$ cat src/rtl/clock_period_meter_pkg.sv
// Shared types for the clock period meter: counter width/limit and FSM state encoding.
package clock_period_meter_pkg;

  localparam int CNT_W = 7;
  localparam logic [CNT_W-1:0] CNT_MAX = 7'd127;
  localparam logic [CNT_W-1:0] CNT_ONE = 7'd1;

  typedef enum logic [1:0] {
    ST_IDLE = 2'd0,
    ST_HIGH = 2'd1,
    ST_LOW  = 2'd2
  } state_t;

endpackage

$ cat src/rtl/clock_period_meter_sync_edge_detect.sv
// Synchronizes an asynchronous clock-like input and flags its rising/falling edges.
// Latency: SYNC_STAGES + 1 cycles from sig_in to a one-cycle rise/fall pulse; no backpressure.
module sync_edge_detect
  import clock_period_meter_pkg::*;
#(
  parameter int SYNC_STAGES = 2
) (
  input  logic clk,
  input  logic rst,
  input  logic sig_in,
  output logic rise,
  output logic fall
);

  logic [SYNC_STAGES-1:0] sync_q;
  logic [SYNC_STAGES-1:0] sync_d;
  logic                   hist_q;
  logic                   hist_d;
  logic                   synced;

  always_comb begin
    synced = sync_q[SYNC_STAGES-1];
    sync_d = {sync_q[SYNC_STAGES-2:0], sig_in};
    hist_d = synced;
  end

  always_ff @(posedge clk) begin
    if (rst) begin
      sync_q <= '0;
      hist_q <= 1'b0;
    end else begin
      sync_q <= sync_d;
      hist_q <= hist_d;
    end
  end

  assign rise = synced & ~hist_q;
  assign fall = ~synced & hist_q;

endmodule

$ cat src/rtl/clock_period_meter.sv
// Measures period and high phase of an async clock in clk cycles; results 1 cycle after the synced rise.
// Result registers hold until meas_ready; an unaccepted result is overwritten and flagged in sticky missed.
module clock_period_meter
  import clock_period_meter_pkg::*;
#(
  parameter int SYNC_STAGES = 2
) (
  input  logic       clk,
  input  logic       rst,
  input  logic       sig_in,
  input  logic       meas_ready,
  output logic       meas_valid,
  output logic [6:0] period,
  output logic [6:0] high_time,
  output logic       ovf,
  output logic       missed
);

  logic rise;
  logic fall;

  state_t             state_q,  state_d;
  logic [CNT_W-1:0]   cnt_q,    cnt_d;
  logic [CNT_W-1:0]   hold_q,   hold_d;
  logic [CNT_W-1:0]   period_q, period_d;
  logic [CNT_W-1:0]   high_q,   high_d;
  logic               ovf_q,    ovf_d;
  logic               missed_q, missed_d;
  logic               valid_q,  valid_d;

  logic               pub;
  logic [CNT_W-1:0]   pub_period;
  logic [CNT_W-1:0]   pub_high;
  logic               pub_ovf;

  sync_edge_detect #(
    .SYNC_STAGES(SYNC_STAGES)
  ) u_sync_edge (
    .clk   (clk),
    .rst   (rst),
    .sig_in(sig_in),
    .rise  (rise),
    .fall  (fall)
  );

  always_ff @(posedge clk) begin
    if (rst) begin
      state_q  <= ST_IDLE;
      cnt_q    <= '0;
      hold_q   <= '0;
      period_q <= '0;
      high_q   <= '0;
      ovf_q    <= 1'b0;
      missed_q <= 1'b0;
      valid_q  <= 1'b0;
    end else begin
      state_q  <= state_d;
      cnt_q    <= cnt_d;
      hold_q   <= hold_d;
      period_q <= period_d;
      high_q   <= high_d;
      ovf_q    <= ovf_d;
      missed_q <= missed_d;
      valid_q  <= valid_d;
    end
  end

  // A rise always wins over timeout, so a period of exactly CNT_MAX still reports normally.
  always_comb begin
    state_d    = state_q;
    cnt_d      = cnt_q;
    hold_d     = hold_q;
    pub        = 1'b0;
    pub_period = cnt_q;
    pub_high   = hold_q;
    pub_ovf    = 1'b0;
    case (state_q)
      ST_IDLE: begin
        if (rise) begin
          cnt_d   = CNT_ONE;
          state_d = ST_HIGH;
        end
      end
      ST_HIGH: begin
        if (rise) begin
          pub      = 1'b1;
          pub_high = cnt_q;
          cnt_d    = CNT_ONE;
        end else if (cnt_q == CNT_MAX) begin
          pub        = 1'b1;
          pub_period = CNT_MAX;
          pub_high   = CNT_MAX;
          pub_ovf    = 1'b1;
          state_d    = ST_IDLE;
        end else begin
          cnt_d = cnt_q + CNT_ONE;
          if (fall) begin
            hold_d  = cnt_q;
            state_d = ST_LOW;
          end
        end
      end
      ST_LOW: begin
        if (rise) begin
          pub     = 1'b1;
          cnt_d   = CNT_ONE;
          state_d = ST_HIGH;
        end else if (cnt_q == CNT_MAX) begin
          pub        = 1'b1;
          pub_period = CNT_MAX;
          pub_ovf    = 1'b1;
          state_d    = ST_IDLE;
        end else begin
          cnt_d = cnt_q + CNT_ONE;
        end
      end
      default: begin
        state_d = ST_IDLE;
      end
    endcase
  end

  always_comb begin
    period_d = period_q;
    high_d   = high_q;
    ovf_d    = ovf_q;
    valid_d  = valid_q;
    missed_d = missed_q;
    if (pub) begin
      period_d = pub_period;
      high_d   = pub_high;
      ovf_d    = pub_ovf;
      valid_d  = 1'b1;
      if (valid_q && !meas_ready) begin
        missed_d = 1'b1;
      end
    end else if (valid_q && meas_ready) begin
      valid_d = 1'b0;
    end
  end

  assign meas_valid = valid_q;
  assign period     = period_q;
  assign high_time  = high_q;
  assign ovf        = ovf_q;
  assign missed     = missed_q;

endmodule

$ cat config.mk
export PLATFORM = sky130hd
export DESIGN_NAME = clock_period_meter
export DESIGN_NICKNAME = d
export VERILOG_FILES = /design/src/rtl/clock_period_meter_pkg.sv /design/src/rtl/clock_period_meter_sync_edge_detect.sv /design/src/rtl/clock_period_meter.sv
export SDC_FILE = /design/constraint.sdc
export NUM_CORES = 1
export LEC_CHECK = 0
export BUFFER_PORTS_ARGS = -buffer_cell sky130_fd_sc_hd__buf_2
export CAP_MARGIN = 40
export CORE_ASPECT_RATIO = 0.5
export CORE_MARGIN = 1.5
export CORE_UTILIZATION = 40
export CTS_CLUSTER_SIZE = 10
export DETAILED_ROUTE_END_ITERATION = 7
export GPL_ROUTABILITY_DRIVEN = 0
export PLACE_DENSITY = 0.62
export SETUP_SLACK_MARGIN = 0.5
export SLEW_MARGIN = 20
export SYNTH_ARGS = -nofsm -noshare
export SYNTH_HDL_FRONTEND = slang
export SYNTH_SLANG_ARGS = --single-unit
$ cat constraint.sdc
create_clock -name clk -period 2.16 [get_ports clk]
set_clock_uncertainty 0.2 [all_clocks]
set_input_delay 0.216 -clock clk [delete_from_list [all_inputs] [get_ports clk]]
set_output_delay 0.216 -clock clk [all_outputs]
set_load 0.05 [all_outputs]
## After elaboration in Yosys (flattened, before gate mapping)

Index checks and enable logic that the tools add are counted.
W data, S select, Z words.

| word-level totals | value |
|---|---|
| output and inout bits | 17 |
| flip-flop bits (word level) | 36 |

| cells by class | value |
|---|---|
| reduce and logical (&&, ||, !) cells | 11 |
| eq/ne operators | 8 |
| muxes and demuxes | 24 |
| bitwise operators | 6 |
| add/sub/neg operators | 1 |

Operators by type and width:

| operator | count |
|---|---|
| $mux W7 | 9 |
| $pmux W7 S2 | 1 |
| $mux W2 | 6 |
| $ne A3 B3 Y1 const B | 3 |
| $reduce_and A4 Y1 | 2 |
| $add A7 B1 Y7 const B | 1 |
| $eq A7 B7 Y1 const B | 1 |
| $mux W1 | 7 |
| $pmux W2 S3 | 1 |
| $ne A2 B2 Y1 const B | 2 |
| $not A1 Y1 | 4 |
| $reduce_bool A2 Y1 | 2 |
| $reduce_and A3 Y1 | 1 |
| $and A1 B1 Y1 | 2 |
| $eq A2 B1 Y1 const B | 1 |
| $eq A2 B2 Y1 const B | 1 |
| $logic_and A1 B1 Y1 | 2 |
| $logic_not A2 Y1 | 1 |
| $reduce_and A2 Y1 | 1 |
| $reduce_or A2 Y1 | 1 |
| $logic_not A1 Y1 | 1 |

## Longest topological paths before layout

| depth | value |
|---|---|
| word-level depth | 6 |
| gate-level depth with buffers | 7 |

## Hierarchy

A second synthesis with hierarchy kept.

| unflattened totals | value |
|---|---|
| cells, all modules | 192 |
| area total of the unflattened synthesis | 1784.2 µm² |

By module, submodules not included:

| module | cells an instance | area each (µm²) | instances | seq. area each (µm²) |
|---|---|---|---|---|
| clock_period_meter | 184 | 1692.9 | 1 | 660.6 |
| sync_edge_detect | 8 | 91.3 | 1 | 60.1 |

## Least setup slack after synthesis

No wires, ideal clock.

| timing path | value |
|---|---|
| path kind | reg-to-reg |
| start point | register state_q[0] |
| end point | register high_q[4] (netlist: high_time[4]) |
| slack | 0.169 ns |
| arrival time | 1.692 ns |
| period minus slack after synthesis | 1.991 ns |
| cell stages (with the launch flop) | 7 |
| cell sequence | dfxtp_1 > inv_1 > ha_1 > clkbuf_1 > clkbuf_1 > a21oi_1 > a2111oi_4 |

| on the way | value |
|---|---|
| cells in the longest elaborated chain, start to end | 3 |
| elaborated cells on any way between the ends | 5 |
| those cells by class | eq/ne: 2; mux: 2; reduce/logical: 1 |

RTL lines:

| item | line | RTL |
|---|---|---|
| from (decl) | clock_period_meter.sv:22 | `state_t state_q, state_d;` |
| from (signal assigned) | clock_period_meter.sv:57 | `state_q <= state_d;` |
| $eq A2 B2 Y1 / $eq A2 B1 Y1 (equally long branches) | clock_period_meter.sv:77 | `case (state_q)` |
| $reduce_or A2 Y1 (no line) | - |  |
| $mux W1 | - |  |
| to (signal assigned) | clock_period_meter.sv:61 | `high_q <= high_d;` |
| to (decl) | clock_period_meter.sv:26 | `logic [CNT_W-1:0] high_q, high_d;` |

Parallel ways exist; a longest one is shown, timed or not.
A chain may end at the register's enable or synchronous reset.

## Final worst setup path

| timing path | value |
|---|---|
| start point | register cnt_q[1] |
| end point | register period_q[0] (netlist: period[0]) |

| on the way | value |
|---|---|
| cells in the longest elaborated chain, start to end | 4 |
| elaborated cells on any way between the ends | 7 |
| those cells by class | eq/ne: 1; mux: 6 |

RTL lines:

| item | line | RTL |
|---|---|---|
| from (decl) | clock_period_meter.sv:23 | `logic [CNT_W-1:0] cnt_q, cnt_d;` |
| from (signal assigned) | clock_period_meter.sv:58 | `cnt_q <= cnt_d;` |
| $eq A7 B7 Y1 (*) | clock_period_meter.sv:89, clock_period_meter.sv:108 |  |
| $mux W7 / $mux W1 (equally long branches) | clock_period_meter.sv:89, clock_period_meter.sv:108 |  |
| $mux W7 / $mux W1 (equally long branches) | clock_period_meter.sv:104 | `if (rise) begin` |
| $mux W7 / $mux W1 (equally long branches) | - |  |
| to (signal assigned) | clock_period_meter.sv:60 | `period_q <= period_d;` |
| to (decl) | clock_period_meter.sv:25 | `logic [CNT_W-1:0] period_q, period_d;` |

Every way passes the cells marked *; elsewhere a longest branch is shown, timed or not.

==> metrics list <==
* Outcome: finished clean
- Wire length of the first global-routing pass: around 7.8 mm
* Number of diodes added for antenna fixing: 0
* Final-stage net count: 240
* Tcrit/Tclk final: slightly above 80%
- Routed vias/inst: ~5.6
- Final wirelength: about 4.8 mm
- The filler cells instantiated in the layout total 363.
- Summing all flip-flop and latch instances after layout gives around 740 sq um.
* RSZ-0062 raised after global routing: yes
- Relative to the synthesized area, the layout overhead comes to 38.5%.
* Power Density: 648 nW/um^2
* Maximum VDD drop: approximately 0.37 mV
* Hold Fails Final Rpt: 0
* Aggregate global-route resource usage: roughly a fifth
- For the worst setup path, the data arrival time is ~1.8 ns.
- Total number of placement rows: 16
- In this run the worst setup path terminates at period[0].
- The synthesized design contains 36 register bits.
* Asr flop ratio synth: 0%
- Entering global routing, the biggest net connects 17 pins.
- Post-route setup slack: approximately 0.38 ns
- Buffers from clock root to sink, at most: 2
- Max-cap violations in this run came to 0.
- The number of nets in the synthesized netlist is between 150 and 200.
* Number of enable flip-flop cells after synthesis: 0
* Clk root buf: clkbuf_8
- At the worst endpoint, the required time is about 2.2 ns.
* Die ar.: between 4000 and 5000 sq um
- Pin placement for this block handled 21 I/O pins.
- Clock latency on the worst-skew pair: between 0.2 and 0.3 ns
* Congestion Overflow GR: 0
- Critical Setup Path Class: reg -> reg
- Cell area after synthesis: about 1800 sq um
- Static power due to leakage: around 0.94 nW
- # DRC: 0
* Number of unique standard cell types used by synthesis: between 40 and 50
- Across all register-to-register paths, the minimum setup slack is between 0.3 and 0.4 ns.
- Detailed placer's ending HPWL: a little under 3 mm
- The via count of the first global-routing pass was approximately 1500.
* Area of the multi-input gates: between 1000 and 1500 sq um
- Clock-pin slew was measured on the worst setup and hold paths at roughly 0.080 ns.
- TritonCTS buffer count: 5
- For this run, the register share of the synthesized area comes to 40.8%.
* Share of post-route cells with drive strength above 1: 45.7%
- Sum of negative setup slack: 0 ns
- Clock sink count: 36
- Worst hold path type: in -> reg
* Clock tree from TritonCTS: done
- Timing would allow up to 0.563 GHz.
- Antenna violations before repair: 0
- Port Buf Inserts: 20
- For this run, the number of Yosys warnings is 0.
- Die W: around 97 microns
- The floorplan step set the die height to about 50 microns.
- In this run the remaining antenna-violating nets after routing total 0.
- Category of the worst setup path capture point: register
- R2R Path End: period[0]
- In the final routed layout, each cell accounts on average for ~17 microns.
* Launching element type of the critical path: register
* Final period demand of the worst path: roughly 1.8 ns
- Actual slew at the worst max-slew pin: approximately 0.37 ns
* Detailed-route via count: approximately 1600
- Largest fanout on the critical path: 8
- Launch point of the worst reg-to-reg path: cnt_q[1]
- Number of failing setup endpoints in the final timing report: 0
* Core footprint: approximately 4100 sq um
* Syn avg cell area: around 9.8 sq um
- Syn Inst Count: 181
- Tracing the worst setup path back leads to its startpoint at cnt_q[1].
- The number of pins with negative max-slew slack in the final report came to 0.
* Headroom to the max-slew limit: about 75%
- 1st-pass router iterations: 4
* Drt first-iter violations: 118
- The number of cells on the worst reg-to-reg path is 6.
- Htree depth: 2
* Setup slack at placement: 0.206 ns
* Starting density of the core: between 40% and 50%
- For this run, the leading register cell type out of synthesis is dfxtp_1.
-- where the power goes --
part	total [W]	switching (W)	internal, W
clock network	0.000468	0.000243	0.000225
registers	0.000698	0.0000163	0.000682
logic	0.000420	0.000245	0.000175
-- final cells by class --
cell class	count	share of cell area, %
multi-input combinational	127	46.5
sequential	36	30.3
timing repair buffer	55	15.9
clock buffer	5	2.81
tap	54	2.76
inverter	6	0.921
clock inverter	3	0.767
-- metal layers --
| metal | vias up | routed length (microns) | GRT usage, % |
|---|---|---|---|
| met5 | - | 0 | 0 |
| met4 | 0 | 51 | 5.80 |
| met3 | 6 | 333 | 5.53 |
| met2 | 51 | 2000 | 30.5 |
| met1 | 773 | 2380 | 29.0 |
| li1 | 771 | - | - |
-- state kept, by name (all words and copies together) (netlist names) --
register / cells
cnt_q: 7
high_time: 7
hold_q: 7
period: 7
state_q: 2
u_sync_edge.sync_q: 2
meas_valid: 1
missed: 1
ovf: 1
u_sync_edge.hist_q: 1
-- synth_stat cells (all sizes together) (2+ instances only) --
master   count  area share (%)
nand4        4             1.4
or3          4             1.4
a211oi       3             1.3
nor2        27             5.7
o221a        2             1.3
nand2       10             2.1
o211ai       2            0.85
o31ai        3             1.3
nand3        4             2.1
mux2i        9             5.1
o21ai        5             2.1
nor3         3            0.85
nor2b        4             1.4
a31o         2            0.99
and2         2            0.85
inv          6             1.3
a2111oi      8             7.9
buf          5             3.9
dfxtp       36              41
a21oi       12             3.4
a21o         2            0.85
o2111ai      3             2.5
ha           5             3.5
clkbuf       8             1.7
nand2b       2            0.71
-- worst min path at each step --
stage | startpoint | endpoint | slack, ns | depth (start not counted)
after floorplan | sig_in | u_sync_edge.sync_q[0] | 0.14 | 1
after global placement | u_sync_edge.sync_q[0] | u_sync_edge.sync_q[1] | 0.22 | 1
after detailed placement | u_sync_edge.sync_q[0] | u_sync_edge.sync_q[1] | 0.22 | 1
after CTS | meas_ready | meas_valid | 0.05 | 3
after global routing | meas_ready | meas_valid | 0.05 | 3
final | meas_ready | meas_valid | 0.05 | 3
-- per-stage QoR --
| step | hold WS (ns) | std cells | power [W] | area (sq um) | util, % |
|---|---|---|---|---|---|
| final | 0.0512 | 286 | 0.00159 | 2450 | 60.2 |
| after global routing | 0.0543 | 286 | 0.00167 | 2450 | 60.2 |
| after CTS | 0.0549 | 278 | 0.00155 | 2270 | 55.9 |
| after detailed placement | 0.224 | 250 | 0.00100 | 1950 | 47.9 |
| after global placement | 0.218 | 250 | 0.00100 | 1950 | 47.9 |
| after floorplan | 0.144 | 181 | 0.000964 | 1830 | - |
-- cells in the final DEF (no fill, tap or decap), types with 4 or more instances in the layout --
cell type / Yosys / routed
a2111oi_4: 2 / 6
a21oi_1: 12 / 11
buf_2: 0 / 20
buf_4: 0 / 30
clkbuf_8: 0 / 5
dfxtp_1: 36 / 29
dfxtp_4: 0 / 5
mux2i_1: 9 / 9
nand2_1: 10 / 10
nand4_1: 4 / 4
nor2_1: 27 / 25
o21ai_0: 4 / 4
-- logic make-up (layout without fill, tap and decap cells) --
family                     count (synthesis)  count (layout)  synth area share, %
muxes                                      9               9                 5.10
and+or+nand+nor                           64              64                 18.8
buffers and inverters                     19              69                 6.87
DFF                                       36              36                 40.8
adders and majority gates                  5               5                 3.54
AOI/OAI and AO/OA                         48              49                 24.9
-- critical path, stage by stage (launching register included) --
cell and delay, ns:
dfxtp_4 0.36, ha_4 0.15, nand3_4 0.18, o21ai_4 0.25
and2_4 0.26, buf_12 0.15, o221a_4 0.18
-- timing repair --
| action | in CTS | in global routing |
|---|---|---|
| hold buffers | 1 | 0 |
| cloned | 1 | 0 |
| setup buffers | 18 | 8 |
| gates resized for setup | 17 | 19 |
| pin swaps | 7 | 11 |
| endpoints found under the setup margin | 32 | 31 |
| hold endpoints to repair | 1 | 0 |
(Power assumes the default switching activity.)
